`config.mk`:
```
export PLATFORM = sky130hd
export DESIGN_NAME = ifid_hazard_ctrl
export DESIGN_NICKNAME = d
export VERILOG_FILES = /design/src/rtl/ifid_hazard_ctrl.sv
export SDC_FILE = /design/constraint.sdc
export NUM_CORES = 1
export LEC_CHECK = 0
export ABC_AREA = 0
export CAP_MARGIN = 20
export CELL_PAD_IN_SITES_DETAIL_PLACEMENT = 1
export CELL_PAD_IN_SITES_GLOBAL_PLACEMENT = 2
export CORE_MARGIN = 4
export CORE_UTILIZATION = 13
export DETAILED_ROUTE_END_ITERATION = 6
export PLACE_DENSITY = 0.82
export SYNTH_ARGS = -nofsm -noshare
export SYNTH_HDL_FRONTEND = slang
export SYNTH_SLANG_ARGS = --single-unit
```
`constraint.sdc`:
```
create_clock -name clk -period 1.7 [get_ports clk]
set_input_delay 0.425 -clock clk [delete_from_list [all_inputs] [get_ports clk]]
set_output_delay 0.425 -clock clk [all_outputs]
set_load 0.1 [all_outputs]
```
`src/rtl/ifid_hazard_ctrl.sv`:
```
// ifid_hazard_ctrl: IF/ID hazard and stall controller for the 5-stage MIPS pipeline.
//   Inputs : id_rs/id_rt/id_uses_rt (ID sources), ex_mem_read/ex_rt (load in EX),
//            id_branch_tkn, imem_ready, dmem_busy.
//   Outputs: pc_hold, ifid_hold, ifid_flush, idex_bubble, pipe_freeze (same-cycle controls),
//            imiss_timeout (sticky), hz_state (debug), stall_cnt/flush_cnt (perf).
//   Define HAZ_PERF_CNT_EN to build the perf counters; otherwise they read as zero.
module ifid_hazard_ctrl #(
  parameter int REG_W    = 5,
  parameter int WAIT_W   = 4,
  parameter int MAX_WAIT = 15
) (
  input  logic             clk,
  input  logic             rst,
  input  logic [REG_W-1:0] id_rs,
  input  logic [REG_W-1:0] id_rt,
  input  logic             id_uses_rt,
  input  logic             ex_mem_read,
  input  logic [REG_W-1:0] ex_rt,
  input  logic             id_branch_tkn,
  input  logic             imem_ready,
  input  logic             dmem_busy,
  output logic             pc_hold,
  output logic             ifid_hold,
  output logic             ifid_flush,
  output logic             idex_bubble,
  output logic             pipe_freeze,
  output logic             imiss_timeout,
  output logic [1:0]       hz_state,
  output logic [31:0]      stall_cnt,
  output logic [15:0]      flush_cnt
);
  typedef enum logic [1:0] {S_RUN = 2'd0, S_IMISS = 2'd1, S_FREEZE = 2'd2} state_t;
  state_t st_q, st_d;
  logic [WAIT_W-1:0] cnt_q, cnt_d;
  logic to_q, to_d;
  logic load_use;
  logic [4:0] ctl;
  assign load_use = ex_mem_read && ex_rt != '0 && (ex_rt == id_rs || (id_uses_rt && ex_rt == id_rt));
  // ctl = {pc_hold, ifid_hold, ifid_flush, idex_bubble, pipe_freeze}; a masked branch simply
  // stays in the held IF/ID register and flushes on its first unmasked cycle.
  always_comb begin
    ctl = rst                        ? 5'b11110 :
          dmem_busy                  ? 5'b11001 :
          (load_use || !imem_ready)  ? 5'b11010 :
          id_branch_tkn              ? 5'b01100 : 5'b00000;
    st_d = dmem_busy ? S_FREEZE : !imem_ready ? S_IMISS : S_RUN;
    cnt_d = imem_ready ? '0 :
            (dmem_busy || cnt_q == WAIT_W'(MAX_WAIT)) ? cnt_q : cnt_q + 1'b1;
    to_d = to_q || cnt_d == WAIT_W'(MAX_WAIT);
  end
  assign {pc_hold, ifid_hold, ifid_flush, idex_bubble, pipe_freeze} = ctl;
  assign imiss_timeout = to_q;
  assign hz_state = st_q;
  // st_d only ever takes legal encodings, so an upset into 2'd3 falls back to S_RUN next edge.
  always_ff @(posedge clk or posedge rst) begin
    if (rst) begin
      st_q  <= S_RUN;
      cnt_q <= '0;
      to_q  <= 1'b0;
    end else begin
      st_q  <= st_d;
      cnt_q <= cnt_d;
      to_q  <= to_d;
    end
  end
`ifdef HAZ_PERF_CNT_EN
  logic [31:0] stall_q;
  logic [15:0] flush_q;
  always_ff @(posedge clk or posedge rst) begin
    if (rst) begin
      stall_q <= '0;
      flush_q <= '0;
    end else begin
      stall_q <= stall_q + 32'(pc_hold && !(&stall_q));
      flush_q <= flush_q + 16'(ifid_flush && !(&flush_q));
    end
  end
  assign stall_cnt = stall_q;
  assign flush_cnt = flush_q;
`else
  assign stall_cnt = '0;
  assign flush_cnt = '0;
`endif
endmodule
```
; ---- Yosys cells after proc, flatten, opt, wreduce, memory -nomap -nowiden
; Index checks and enable logic that the tools add are counted.
[totals]
register_bits = 7
inputBits = 22
elab_cells = 25
out_inout_bits = 56
[classes]
reduce_logical = 9
n_eq_ne = 4
muxes = 8
addsub = 1
[op_table]
columns = operator, count
row1 = 2-to-1 mux 5 bit, 3
row2 = 2-to-1 mux 4 bit, 3
row3 = equality test 5 bit, 2
row4 = "equality test 4 bit, second input constant", 2
row5 = nonzero test 5 bit, 1
row6 = "adder 4 x 1 -> 4 bit, second input constant", 1
row7 = logical OR 1 bit, 4
row8 = logical AND 1 bit, 3
row9 = 2-to-1 mux 2 bit, 1
row10 = logical NOT 1 bit, 1
row11 = 2-to-1 mux 1 bit, 1

; ---- Depth between registers and ports, before layout
; Gate-level depths: netlist (run 1).
[depth]
depth_word = 8
mapped_depth = 5
mapped_depth_nobuf = 5

; ---- Worst setup path after synthesis (run 1)
; No wires, ideal clock.
[synth_path]
path_kind = input port to output port
from = in ex_rt[3]
to = out idex_bubble
cell_stages = 4
path_slack_ns = -1.979
required_ns = 1.275
t_arrival_ns = 3.254
n_path_buf = 0
path_cell_list = xor2_1 -> nor4_1 -> a32oi_1 -> o31ai_1
[synth_via]
elab_chain_cells = 8
word_cells_on_any_way = 11
cone_classes = eq/ne (2) / mux (3) / reduce/logical (6)
[synth_lines]
columns = item, line_no
row1 = start: declaration, 18  ; input logic [REG_W-1:0] ex_rt,
row2 = equality test 5 bit, 38  ; assign load_use = ex_mem_read && ex_rt != '0 && (ex_rt == id_rs || (id_uses_rt && ex_rt == id_rt));
row3 = logical AND 1 bit, 38
row4 = logical OR 1 bit, 38
row5 = logical AND 1 bit (*), 38
row6 = logical OR 1 bit (*), 44  ; (load_use || !imem_ready) ? 5'b11010 :
row7 = 2-to-1 mux 5 bit (*), 44
row8 = 2-to-1 mux 5 bit (*), 43  ; dmem_busy ? 5'b11001 :
row9 = 2-to-1 mux 5 bit (*), 42  ; ctl = rst ? 5'b11110 :
row10 = end: declaration, 25  ; output logic idex_bubble,
; Mark *: on every way between the ends. The rest lies on a longest branch, timed or not.

; ---- Worst setup path in the final report (run 1)
[layout_path]
from = in ex_rt[3]
to = out ifid_flush
[layout_via]
elab_chain_cells = 8
word_cells_on_any_way = 11
cone_classes = eq/ne (2) / mux (3) / reduce/logical (6)
[layout_lines]
columns = item, line_no
row1 = equality test 5 bit, 38
row2 = logical AND 1 bit, 38
row3 = logical OR 1 bit, 38
row4 = logical AND 1 bit (*), 38
row5 = logical OR 1 bit (*), 44
row6 = 2-to-1 mux 5 bit (*), 44
row7 = 2-to-1 mux 5 bit (*), 43
row8 = 2-to-1 mux 5 bit (*), 42
row9 = end: declaration, 24  ; output logic ifid_flush,
; Marked as above.

==> results of run 1 <==
logic make-up after synthesis:
| group | Yosys count | share of synthesized area, % |
|---|---|---|
| compound gates | 13 | 11.5 |
| other cells | 1 | 0.432 |
| simple gates | 18 | 11.4 |
| flops | 7 | 20.2 |
| mux | 1 | 1.15 |
| fa+ha+maj | 1 | 1.44 |
| buf+inv | 51 | 42.8 |
| xor+xnor | 11 | 11.1 |
area by class of cell:
type                            instances  share of cell area [%]
Multi-Input combinational cell         92                    41.6
Timing Repair Buffer                   41                    33.6
Sequential cell                         7                    13.3
Tap cell                               77                    7.31
Clock buffer                            4                    3.42
Inverter                                3                   0.854
timing repair:
action	in CTS	in global routing
pin swaps	9	4
gates resized for setup	43	6
endpoints found under the setup margin	5	4
state kept, by name, indices dropped and copies added, names as in the netlist:
name / count
cnt_q: 4
hz_state: 2
imiss_timeout: 1
metal layers:
metal,wire (um),GRT usage [%]
met1,847,5.92
met2,1210,9.71
met3,242,2.34
met4,0,0.766
met5,0,0
Yosys cell counts:
library cell  instances
a21bo_1               1
xnor2_1               2
ha_1                  1
nand3b_1              1
o21ai_0               3
conb_1                1
nor4_1                1
a21oi_1               1
and4b_1               1
nor2_1                7
a31o_1                1
nand2_1               2
a32oi_1               1
dfrtp_1               7
buf_4                48
o21a_1                1
xor2_1                9
o21ai_4               1
nor4b_1               1
or4_4                 1
inv_1                 3
mux2i_1               1
and3_1                1
a31oi_1               2
o31ai_1               1
a21oi_2               1
nor3_1                3
worst max-delay path by stage:
stage / to / slack [ps] / depth (start not counted)
after global routing: idex_bubble / -540 / 7
after CTS: idex_bubble / -530 / 7
after floorplan: idex_bubble / -660 / 4
after detailed placement: idex_bubble / -880 / 7
after global placement: ifid_flush / -850 / 7
final: ifid_flush / -470 / 7
worst max-delay path: stages:
cell	delay (ps)
buf_6	100
buf_6	100
or4_4	490
o21ai_4	160
a21oi_2	60
a21bo_2	230
buf_12	180
stage by stage:
step | hold WS (ps) | util, % | area, um2 | cells | power [mW]
after floorplan | 228 | - | 1070 | 150 | 0.853
after global placement | 530 | 19.8 | 1270 | 220 | 0.905
after detailed placement | 537 | 19.8 | 1270 | 220 | 0.909
after CTS | 506 | 20.2 | 1300 | 224 | 1.14
after global routing | 542 | 20.5 | 1320 | 224 | 1.18
final | 513 | 20.5 | 1320 | 224 | 1.13
where the power goes:
part	switching, mW	total [mW]	internal [mW]
clock network	0.0670	0.229	0.162
registers	0.00801	0.183	0.175
logic	0.603	0.722	0.120
total	0.678	1.13	0.456
==> results.cfg, run 1 <==
[cells_and_area]
final_common_cell = conb_1
synthToLayoutAreaGrowth_pct = 51.9
seq_area_um2 = 175
layout-drive-gt1-share_pct = 28.6
fillers = 741
final_cell_mix = conb_1, dlygate4sd2_1, buf_4
final_nets = 171
num_antenna_cells = 0
multi_input_area_um2 = 548

[grt]
grt_overflow = 0
antenna_found_initial = 0
grt_pass1_vias = 693
grt_pass1_wl_mm = 3.50
grt_max_degree = 8
grt_use_total_pct = 5.36

[clock_network]
clock_path_buffers = 2
tritoncts = built
cts_setup_buffers = 0
ctsHoldBuffers = 0
cts.htree.levels = 1
root_buffer = clkbuf_8
clk_pin_slew_ps = 40
clk_latency_ps = 230
cts_sinks = 7
cts_buffers = 3

[power_and_ir_drop]
peakVddDrop_uv = 196
power_density_nw_per_um2 = 860
leakage_nw = 0.649

[synth]
synth.area.top_cells = buf_4, dfrtp_1, xor2_1
synth_area_um2 = 868
syn_area_per_cell_um2 = 8.43
synth.top_cell.area_share_pct = 41.5
yosysSeqAreaShare_pct = 20.2
yosysWarnings = 0
synth_cell_types = 27
yosysTopAreaCell = buf_4
syn_inst = 103
synth_seq_cells = 7

[status]
outcome = finished with violations
violations = setup timing

[timing]
min_period_ps = 2170
timing.fmax_ghz = 0.460
fin_crit_sh_pct = 128
clock_skew_ps = 3.24
rsz0062_at_grt = true
drv_slew = 0
setup_viol = 4
worst_slack_ps = -472
timing.setup.tns_ps = -1680
hold_viol = 0

[drt]
drtAntennaViolNets = 0
wl_mm = 2.30
drc = 0
drt_first_pass_iters = 2
drt_iter0_markers = 14
vias = 703
routedWlPerCell_um = 10.3
viasPerCell = 3.14

[setup_path]
worst-endpoint-arrival_ps = 1750
timing.rr.end = cnt_q[1]$_DFF_PP0_
rr_worst_depth = 5
worst_setup_path_end_kind = output port
rrSetupSlack_ps = 260
crit_fanout = 2
critPathKind = input pin to output port
crit_required_ps = 1270
startpoint_type = input pin
cp-startpoint = ex_rt[3]
worstReg2RegStart = cnt_q[0]$_DFF_PP0_

[floorplanning]
ios = 78
die_x_um = 89.7
design.core.area_um2 = 6420
rows = 29
die_area_um2 = 8050
die_y_um = 89.7
start_util_pct = 13.5

[placed_design]
dp_slack_ps = -880
finalWeightedCongestion = 0.729
dpl.hpwl_mm = 2.09
port_buffers = 29

[job]
maxCapViolations = 0

[worst_hold_path]
hp-class = input pin to asynchronous set/reset pin
(Power assumes the default switching activity.)
==> run 2: changes to the inputs <==
CAP_MARGIN = 25   (was 20)
==> results of run 2 <==
Final layout, timing and power as in run 1 (identical DEF).
